### src/rtl/axi_lite_ram_dual.sv
// axi_lite_ram_dual: AXI4-Lite slave RAM with independent, concurrent read and write channels.
// Optional macro AXI_RAM_PROT_EN: writes with AWPROT[0]=0 are refused with SLVERR.
module axi_lite_ram_dual #(
  parameter int unsigned NUM_SLOTS        = 16,
  parameter int unsigned DATA_WIDTH_BYTES = 4,
  parameter int unsigned ADDR_WIDTH       = 8
) (
  input  logic                          clk,
  input  logic                          rst_n,
  input  logic                          ARVALID,
  output logic                          ARREADY,
  input  logic [ADDR_WIDTH-1:0]         ARADDR,
  input  logic [2:0]                    ARPROT,
  output logic                          RVALID,
  input  logic                          RREADY,
  output logic [DATA_WIDTH_BYTES*8-1:0] RDATA,
  output logic [1:0]                    RRESP,
  input  logic                          AWVALID,
  output logic                          AWREADY,
  input  logic [ADDR_WIDTH-1:0]         AWADDR,
  input  logic [2:0]                    AWPROT,
  input  logic                          WVALID,
  output logic                          WREADY,
  input  logic [DATA_WIDTH_BYTES*8-1:0] WDATA,
  input  logic [DATA_WIDTH_BYTES-1:0]   WSTRB,
  output logic                          BVALID,
  input  logic                          BREADY,
  output logic [1:0]                    BRESP
);

  localparam int unsigned DW       = DATA_WIDTH_BYTES * 8;
  localparam int unsigned WORD_LSB = $clog2(DATA_WIDTH_BYTES);
  localparam int unsigned IDX_W    = ADDR_WIDTH - WORD_LSB;
  localparam int unsigned SLOT_W   = (NUM_SLOTS > 1) ? $clog2(NUM_SLOTS) : 1;

  localparam logic [1:0] RESP_OKAY   = 2'd0;
  localparam logic [1:0] RESP_SLVERR = 2'd2;
  localparam logic [1:0] RESP_DECERR = 2'd3;

  typedef enum logic [1:0] {R_IDLE, R_ACCESS, R_RESP} r_state_e;
  typedef enum logic [1:0] {W_IDLE, W_COMMIT, W_RESP} w_state_e;

  logic [DW-1:0] r_mem [NUM_SLOTS];

  // Holds all readys low until the first edge after reset release.
  logic r_rdy_en;

  r_state_e             r_rstate;
  r_state_e             w_rstate_next;
  logic                 r_ar_held;
  logic [IDX_W-1:0]     r_ar_idx;
  logic [DW-1:0]        r_rdata;
  logic [1:0]           r_rresp;
  logic                 w_ar_hs;
  logic                 w_rd_in_range;
  logic [SLOT_W-1:0]    w_rd_slot;

  w_state_e             r_wstate;
  w_state_e             w_wstate_next;
  logic                 r_aw_held;
  logic [IDX_W-1:0]     r_aw_idx;
  logic                 r_w_held;
  logic [DW-1:0]        r_wdata;
  logic [DATA_WIDTH_BYTES-1:0] r_wstrb;
  logic [1:0]           r_bresp;
  logic                 w_aw_hs;
  logic                 w_w_hs;
  logic                 w_wr_in_range;
  logic                 w_wr_denied;
  logic                 w_wr_en;
  logic [1:0]           w_commit_resp;
  logic [SLOT_W-1:0]    w_wr_slot;

  logic                 w_unused;
  assign w_unused = ^{ARPROT, AWPROT, ARADDR, AWADDR};

  always_ff @(posedge clk or negedge rst_n) begin
    if (!rst_n) begin
      r_rdy_en <= 1'b0;
    end else begin
      r_rdy_en <= 1'b1;
    end
  end

  // ---------------------------------------------------------------- read channel
  assign w_ar_hs       = ARVALID && ARREADY;
  assign w_rd_in_range = (32'(r_ar_idx) < NUM_SLOTS);
  assign w_rd_slot     = r_ar_idx[SLOT_W-1:0];

  always_comb begin
    w_rstate_next = r_rstate;
    ARREADY       = 1'b0;
    RVALID        = 1'b0;
    unique case (r_rstate)
      R_IDLE: begin
        ARREADY = r_rdy_en && !r_ar_held;
        if (r_ar_held) w_rstate_next = R_ACCESS;
      end
      R_ACCESS: w_rstate_next = R_RESP;
      R_RESP: begin
        RVALID = 1'b1;
        if (RREADY) w_rstate_next = R_IDLE;
      end
      default: w_rstate_next = R_IDLE;
    endcase
  end

  always_ff @(posedge clk or negedge rst_n) begin
    if (!rst_n) begin
      r_rstate  <= R_IDLE;
      r_ar_held <= 1'b0;
      r_ar_idx  <= '0;
      r_rdata   <= '0;
      r_rresp   <= RESP_OKAY;
    end else begin
      r_rstate <= w_rstate_next;
      if (w_ar_hs) begin
        r_ar_held <= 1'b1;
        r_ar_idx  <= ARADDR[ADDR_WIDTH-1:WORD_LSB];
      end else if (r_rstate == R_IDLE && r_ar_held) begin
        r_ar_held <= 1'b0;
      end
      // Samples the array on the same edge a commit writes it, so collisions read old data.
      if (r_rstate == R_ACCESS) begin
        r_rdata <= w_rd_in_range ? r_mem[w_rd_slot] : '0;
        r_rresp <= w_rd_in_range ? RESP_OKAY : RESP_DECERR;
      end
    end
  end

  assign RDATA = r_rdata;
  assign RRESP = r_rresp;

  // --------------------------------------------------------------- write channel
  assign w_aw_hs       = AWVALID && AWREADY;
  assign w_w_hs        = WVALID && WREADY;
  assign w_wr_in_range = (32'(r_aw_idx) < NUM_SLOTS);
  assign w_wr_slot     = r_aw_idx[SLOT_W-1:0];

`ifdef AXI_RAM_PROT_EN
  logic r_aw_priv;
  assign w_wr_denied = !r_aw_priv;
`else
  assign w_wr_denied = 1'b0;
`endif

  assign w_commit_resp = !w_wr_in_range ? RESP_DECERR :
                         w_wr_denied    ? RESP_SLVERR : RESP_OKAY;
  assign w_wr_en       = (r_wstate == W_COMMIT) && w_wr_in_range && !w_wr_denied;

  always_comb begin
    w_wstate_next = r_wstate;
    AWREADY       = 1'b0;
    WREADY        = 1'b0;
    BVALID        = 1'b0;
    unique case (r_wstate)
      W_IDLE: begin
        AWREADY = r_rdy_en && !r_aw_held;
        WREADY  = r_rdy_en && !r_w_held;
        if (r_aw_held && r_w_held) w_wstate_next = W_COMMIT;
      end
      W_COMMIT: w_wstate_next = W_RESP;
      W_RESP: begin
        BVALID = 1'b1;
        if (BREADY) w_wstate_next = W_IDLE;
      end
      default: w_wstate_next = W_IDLE;
    endcase
  end

  always_ff @(posedge clk or negedge rst_n) begin
    if (!rst_n) begin
      r_wstate  <= W_IDLE;
      r_aw_held <= 1'b0;
      r_aw_idx  <= '0;
      r_w_held  <= 1'b0;
      r_wdata   <= '0;
      r_wstrb   <= '0;
      r_bresp   <= RESP_OKAY;
`ifdef AXI_RAM_PROT_EN
      r_aw_priv <= 1'b0;
`endif
    end else begin
      r_wstate <= w_wstate_next;
      if (w_aw_hs) begin
        r_aw_held <= 1'b1;
        r_aw_idx  <= AWADDR[ADDR_WIDTH-1:WORD_LSB];
`ifdef AXI_RAM_PROT_EN
        r_aw_priv <= AWPROT[0];
`endif
      end else if (r_wstate == W_COMMIT) begin
        r_aw_held <= 1'b0;
      end
      if (w_w_hs) begin
        r_w_held <= 1'b1;
        r_wdata  <= WDATA;
        r_wstrb  <= WSTRB;
      end else if (r_wstate == W_COMMIT) begin
        r_w_held <= 1'b0;
      end
      if (r_wstate == W_COMMIT) r_bresp <= w_commit_resp;
    end
  end

  always_ff @(posedge clk) begin
    if (w_wr_en) begin
      for (int b = 0; b < int'(DATA_WIDTH_BYTES); b++) begin
        if (r_wstrb[b]) r_mem[w_wr_slot][8*b +: 8] <= r_wdata[8*b +: 8];
      end
    end
  end

  assign BRESP = r_bresp;

endmodule

### config.mk
export PLATFORM = sky130hd
export DESIGN_NAME = axi_lite_ram_dual
export DESIGN_NICKNAME = d
export VERILOG_FILES = /design/src/rtl/axi_lite_ram_dual.sv
export SDC_FILE = /design/constraint.sdc
export NUM_CORES = 1
export LEC_CHECK = 0
export ABC_AREA = 1
export CAP_MARGIN = 20
export CORE_AREA = 3 3 300 213
export DETAILED_ROUTE_END_ITERATION = 6
export DIE_AREA = 0 0 303 216
export GPL_TIMING_DRIVEN = 0
export SYNTH_ARGS = -nofsm -noshare
export SYNTH_HDL_FRONTEND = slang
export SYNTH_SLANG_ARGS = --single-unit
export TNS_END_PERCENT = 100
### constraint.sdc
create_clock -name clk -period 1.8 [get_ports clk]
set_input_delay 0.18 -clock clk [delete_from_list [all_inputs] [get_ports clk]]
set_output_delay 0.18 -clock clk [all_outputs]
set_load 0.01 [all_outputs]
### Word-level counts from Yosys, hierarchy flattened

Memory sizes are Yosys's and may differ from the RTL's.
Cells that the tools add are included.

| cells by class | value |
|---|---|
| divide/modulo/power cells | 0 |
| bitwise logic cells | 0 |
| equal/unequal tests | 8 |
| $lt $le $gt $ge | 2 |
| multiply operators | 0 |
| shifts and indexed selects | 0 |
| reduce and logical (&&, ||, !) cells | 19 |
| add/subtract/negate cells | 0 |
| mux-type cells | 31 |

Operators by type and width:

| cell | number |
|---|---|
| 32-bit two-way mux | 1 |
| 1-bit two-way mux | 22 |
| 6-bit by 5-bit less-than comparator with 1-bit output (second input constant) | 2 |
| 2-bit two-way mux | 6 |
| 2-bit one-hot mux with 3 select lines | 2 |
| 1-bit logical AND | 9 |
| 2-bit inequality test (second input constant) | 4 |
| 2-bit nonzero test | 3 |
| 2-bit by 1-bit == test with 1-bit output (second input constant) | 2 |
| 2-bit == test (second input constant) | 2 |
| 2-bit logical NOT | 2 |
| 2-bit AND reduction | 2 |
| 1-bit logical NOT | 3 |

| word-level totals | value |
|---|---|
| ROM bits | 0 |
| memories | 1 |
| bits in latches | 0 |
| flip-flop bits (word level) | 92 |
| logic and storage cells | 74 |
| bits in writable memories | 512 |
| input bits | 65 |
| output and inout bits | 41 |

Memories:

| memory | words | width | read ports | clocked after memory_dff | write ports | RTL line | text |
|---|---|---|---|---|---|---|---|
| r_mem | 16 | 32 | 1 | 0 | 1 | 43 | `logic [DW-1:0] r_mem [NUM_SLOTS];` |

### Logic depth before layout (Yosys ltp)

| depth | value |
|---|---|
| word-level depth | 5 |
| depth in mapped cells | 12 |
| depth with buffers taken out | 9 |

### Worst setup path after synthesis

Ideal clock, no wire load.

| timing path | value |
|---|---|
| path type | reg-to-reg |
| start | reg r_wstate[1] |
| end | mem r_mem[15][0] (netlist bit) (enable) |
| buffers on the path | 1 |
| slack | -85 ps |
| cell stages (with the launch flop) | 7 |
| setup time | 370 ps |
| required time | 1430 ps |
| data arrival time | 1515 ps |
| period minus slack after synthesis | 1885 ps |
| cell sequence | dfrtp_1 > nor2_1 > inv_1 > nor3_4 > nand2_1 > buf_6 > nor2_1 |

| on the way | value |
|---|---|
| word-level cells in the longest chain between the ends | 4 |

RTL lines:

| element | RTL line | text |
|---|---|---|
| start, declared | 58 | `w_state_e r_wstate;` |
| start signal, assigned | 184 | `r_wstate <= w_wstate_next;` |
| 2-bit by 1-bit == test with 1-bit output | 149 | `assign w_wr_en = (r_wstate == W_COMMIT) && w_wr_in_range && !w_wr_denied;` |
| 1-bit logical AND | 149 |  |
| 1-bit two-way mux | 206 | `if (w_wr_en) begin` |
| 1-bit two-way mux (not written as such) | 208 | `if (r_wstrb[b]) r_mem[w_wr_slot][8*b +: 8] <= r_wdata[8*b +: 8];` |
| end, declared | 43 |  |

No other way between the ends.

### Worst setup path after layout

| timing path | value |
|---|---|
| start | reg r_wstate[0] |
| end | mem r_mem[11][10] (netlist bit) (enable) |

Same word-level chain as after synthesis.

==> results.cfg <==
[sta]
final-max-slew-violation-count = 0
timing.fmax_ghz = 0.501
final_min_period_over_clock_period_pct = 111
slew_headroom_pct = 18.9
worstMarginPinSlew_ns = 1.22
period_needed_ns = 2.00
skew_ns = 0.0258
rsz0062_at_grt = true
timing.final.setup_violations = 471
endpoints_failing_hold = 0
fin_ws_ns = -0.197

[floorplan]
core_region_area_mm2 = 0.0613
placement_rows = 76
die_area_mm2 = 0.0654
num_io_pins = 106
die_w_um = 303
die_height_um = 216
initial_core_util_pct = 39.7

[global_routing]
routing_usage_on_met1_pct = 33.3
global_route_wire_length_before_repair_mm = 110
met2_routing_resource_usage_after_global_routing_pct = 33.4
number_of_antenna_violations_at_the_first_check_in_global_routing = 1
grt-ovfl-total = 0
via_count_of_the_first_global_routing_pass = 17000
grt_busiest_layer = met2
grt.met3_usage_pct = 6.32
pin_count_of_the_biggest_net_entering_global_routing = 60
globalRouteTotalUtil_pct = 23.0

[worst_setup_path]
worst-setup-path-type = reg2reg
r2r_cells = 9
critPathLaunchType = register
r2r_end = r_mem[11][10]$_DFFE_PP_
timing.critical_path.from = r_wstate[0]$_DFFE_PN0P_
worst_ep_required_time_ns = 2.12
cp_cell_sequence = inv_2 > nor2_2 > inv_2 > nor3_4 > buf_12 > nand2_8 > buf_12 > nor2_4 > buf_6
critPathCaptureType = register
worstReg2RegStart = r_wstate[0]$_DFFE_PN0P_
critical_path.max_fanout = 10
arrival_time_reported_for_the_critical_path_endpoint_ns = 2.31
worst_path_max_delay_cell = dfrtp_1
cpPeakStageDelay_ns = 0.38
rrSetupSlack_ns = -0.20

[yosys]
mean_post_synth_cell_area_um2 = 11.3
post_synthesis_net_count = 2226
synth-seq-cells = 602
ys.warnings.count = 0
postSynthCellCount = 2161
synth_largest_type_area_fraction_pct = 63.1
register_area_share_after_synthesis_pct = 72.3
netlist_area_mm2 = 0.0244
yosys.area.top_type = edfxtp_1
synth.area.top_cells = edfxtp_1, nand2_1, dfrtp_1
unique_masters_post_synth = 19

[route]
number_of_iterations_in_the_first_detailed_routing_pass = 6
drtIter0Drc = 2401
avgViaCountPerCell = 5.38
via_count = 17700
detail-route-antenna-nets = 0
route.final.wire_length_mm = 76.0
route.detailed.drc = 0
routedWlPerCell_um = 23.2

[final_layout]
layout.cells.most_common_list = nand2_1, edfxtp_1, nand3_1, dfrtp_1, clkdlybuf4s50_1
final_design_area_no_fill_mm2 = 0.0307
layout_commonest_cell = nand2_1
final_cell_count_no_fill = 3280
nets = 2479
fin_util_pct = 50.0
final_layout_size_suffix_gt1_share_pct = 16.9
syn_to_final_growth_pct = 25.9

[clocking]
cts_root_buffer = clkbuf_16
clock_buffer_count_from_cts = 56
cts_sinks = 602
clk_pin_slew_ns = 0.07
worstSkewPairLatency_ns = 0.63
cts_tree = yes
h-tree-depth = 2
max_clock_buf_depth = 3

[placed_design]
final_wtd_congestion = 0.912
placement.io_buffers = 94
placement.setup.worst_slack_ns = -1.06
dpl.cell_count = 3077
placed_cell_area_mm2 = 0.0264
place_hpwl_mm = 49.8

[pwr]
intPower_uw = 29800
comb_power_share_pct = 34.6
power.static_leakage_uw = 0.0118
p_per_area_mw_per_mm2 = 1580
clock_power_share_pct = 24.1
power.ir.vdd_worst_mv = 0.827
switching_power_summed_over_all_nets_uw = 18600
power_share_of_the_sequential_group_pct = 41.3
swShare_pct = 38.4

[flow_run]
max-cap-violations = 0

[run_status]
violations = setup timing
status = finished with violations

[min_path]
worstHoldPathType = in2async
[worst max-delay path, delay by kind of cell (launching register included)]
kind                   cells  cell delay [ns]
buffers and inverters      5             0.71
and+or+nand+nor            4             0.60
DFF                        1             0.38
[cell usage after synthesis]
cell and number:
edfxtp_1 512, a21oi_1 9, buf_2 60, nor2_1 87, clkbuf_1 18, nand2_1 877, inv_4 1, nand3_1 424
nor3_1 3, buf_8 2, nor3_4 1, o21ai_0 4, buf_6 21, conb_1 1, buf_1 15, dfrtp_1 90
inv_1 19, buf_4 15, nor3_2 2
[flip-flops by register name, summed over array words and instances, names as in the netlist]
signal	flops
r_mem	512
r_rstate	2
r_wstrb	4
RDATA	32
r_rdy_en	1
r_aw_held	1
RRESP	1
r_ar_idx	6
r_wstate	2
r_wdata	32
BRESP	1
r_ar_held	1
r_w_held	1
r_aw_idx	6
[per-stage QoR]
stage | setup TNS, ns | power, uW | hold WS (ns)
after floorplan | -27.17 | 27800 | -0.116
after global placement | -733.98 | 34500 | 0.459
after detailed placement | -451.44 | 34900 | 0.162
after CTS | -22.51 | 47300 | 0.0375
after global routing | -74.58 | 50600 | 0.0913
final | -46.70 | 48400 | 0.0422
[power by group through the flow]
stage / Combinational, uW / Clock [uW] / Sequential (uW)
floorplan: 8590 / 0 / 19200
global placement: 14500 / 0 / 20000
detailed placement: 14700 / 0 / 20200
CTS: 15600 / 11700 / 20000
global route: 18000 / 12300 / 20200
finish: 16800 / 11700 / 20000
[kinds of logic (layout without fill, tap and decap cells)]
family	Yosys count	after routing	synth area share, %
and+or+nand+nor	1394	1394	23.8
AOI/OAI and AO/OA	13	13	0.267
DFF	602	602	72.3
other	1	3	0.0154
buffers and inverters	151	449	3.61
[per-layer routing]
layer,up-vias,part of all wire [%],wire length [um]
met3,183,12,9030
li1,7893,-,-
met4,2,3.5,2670
met2,1015,43,32400
met1,8560,42,31800
met5,-,0.11,84
[worst max path at each step]
stage / slack (ns) / endpoint
after floorplan: -0.08 / r_mem[15][0]$_DFFE_PP_
after global placement: -3.24 / RDATA[11]$_DFFE_PN0N_
after detailed placement: -1.06 / r_mem[9][11]$_DFFE_PP_
after CTS: -0.14 / WREADY
after global routing: -0.24 / r_mem[11][9]$_DFFE_PP_
final: -0.20 / r_mem[11][10]$_DFFE_PP_
[cell type report]
class | count | area [um^2]
Inverter | 20 | 81.3
Antenna cell | 2 | 5.00
Fill cell | 5198 | 30600
Timing Repair Buffer | 195 | 2460
Buffer | 131 | 1170
Tap cell | 819 | 1020
Clock inverter | 29 | 228
Sequential cell | 602 | 17600
Multi-Input combinational cell | 1408 | 6540
Clock buffer | 74 | 1550
[timing repair]
| action | CTS | global route |
|---|---|---|
| hold endpoints to repair | 90 | 0 |
| endpoints found under the setup margin | 585 | 571 |
| buffers inserted | 78 | 15 |
| gates resized for setup | 241 | 117 |
| gates cloned | 1 | 3 |
| hold buffers | 1 | 0 |
| pin swaps | 58 | 9 |
Power figures use the tool's default switching activity.
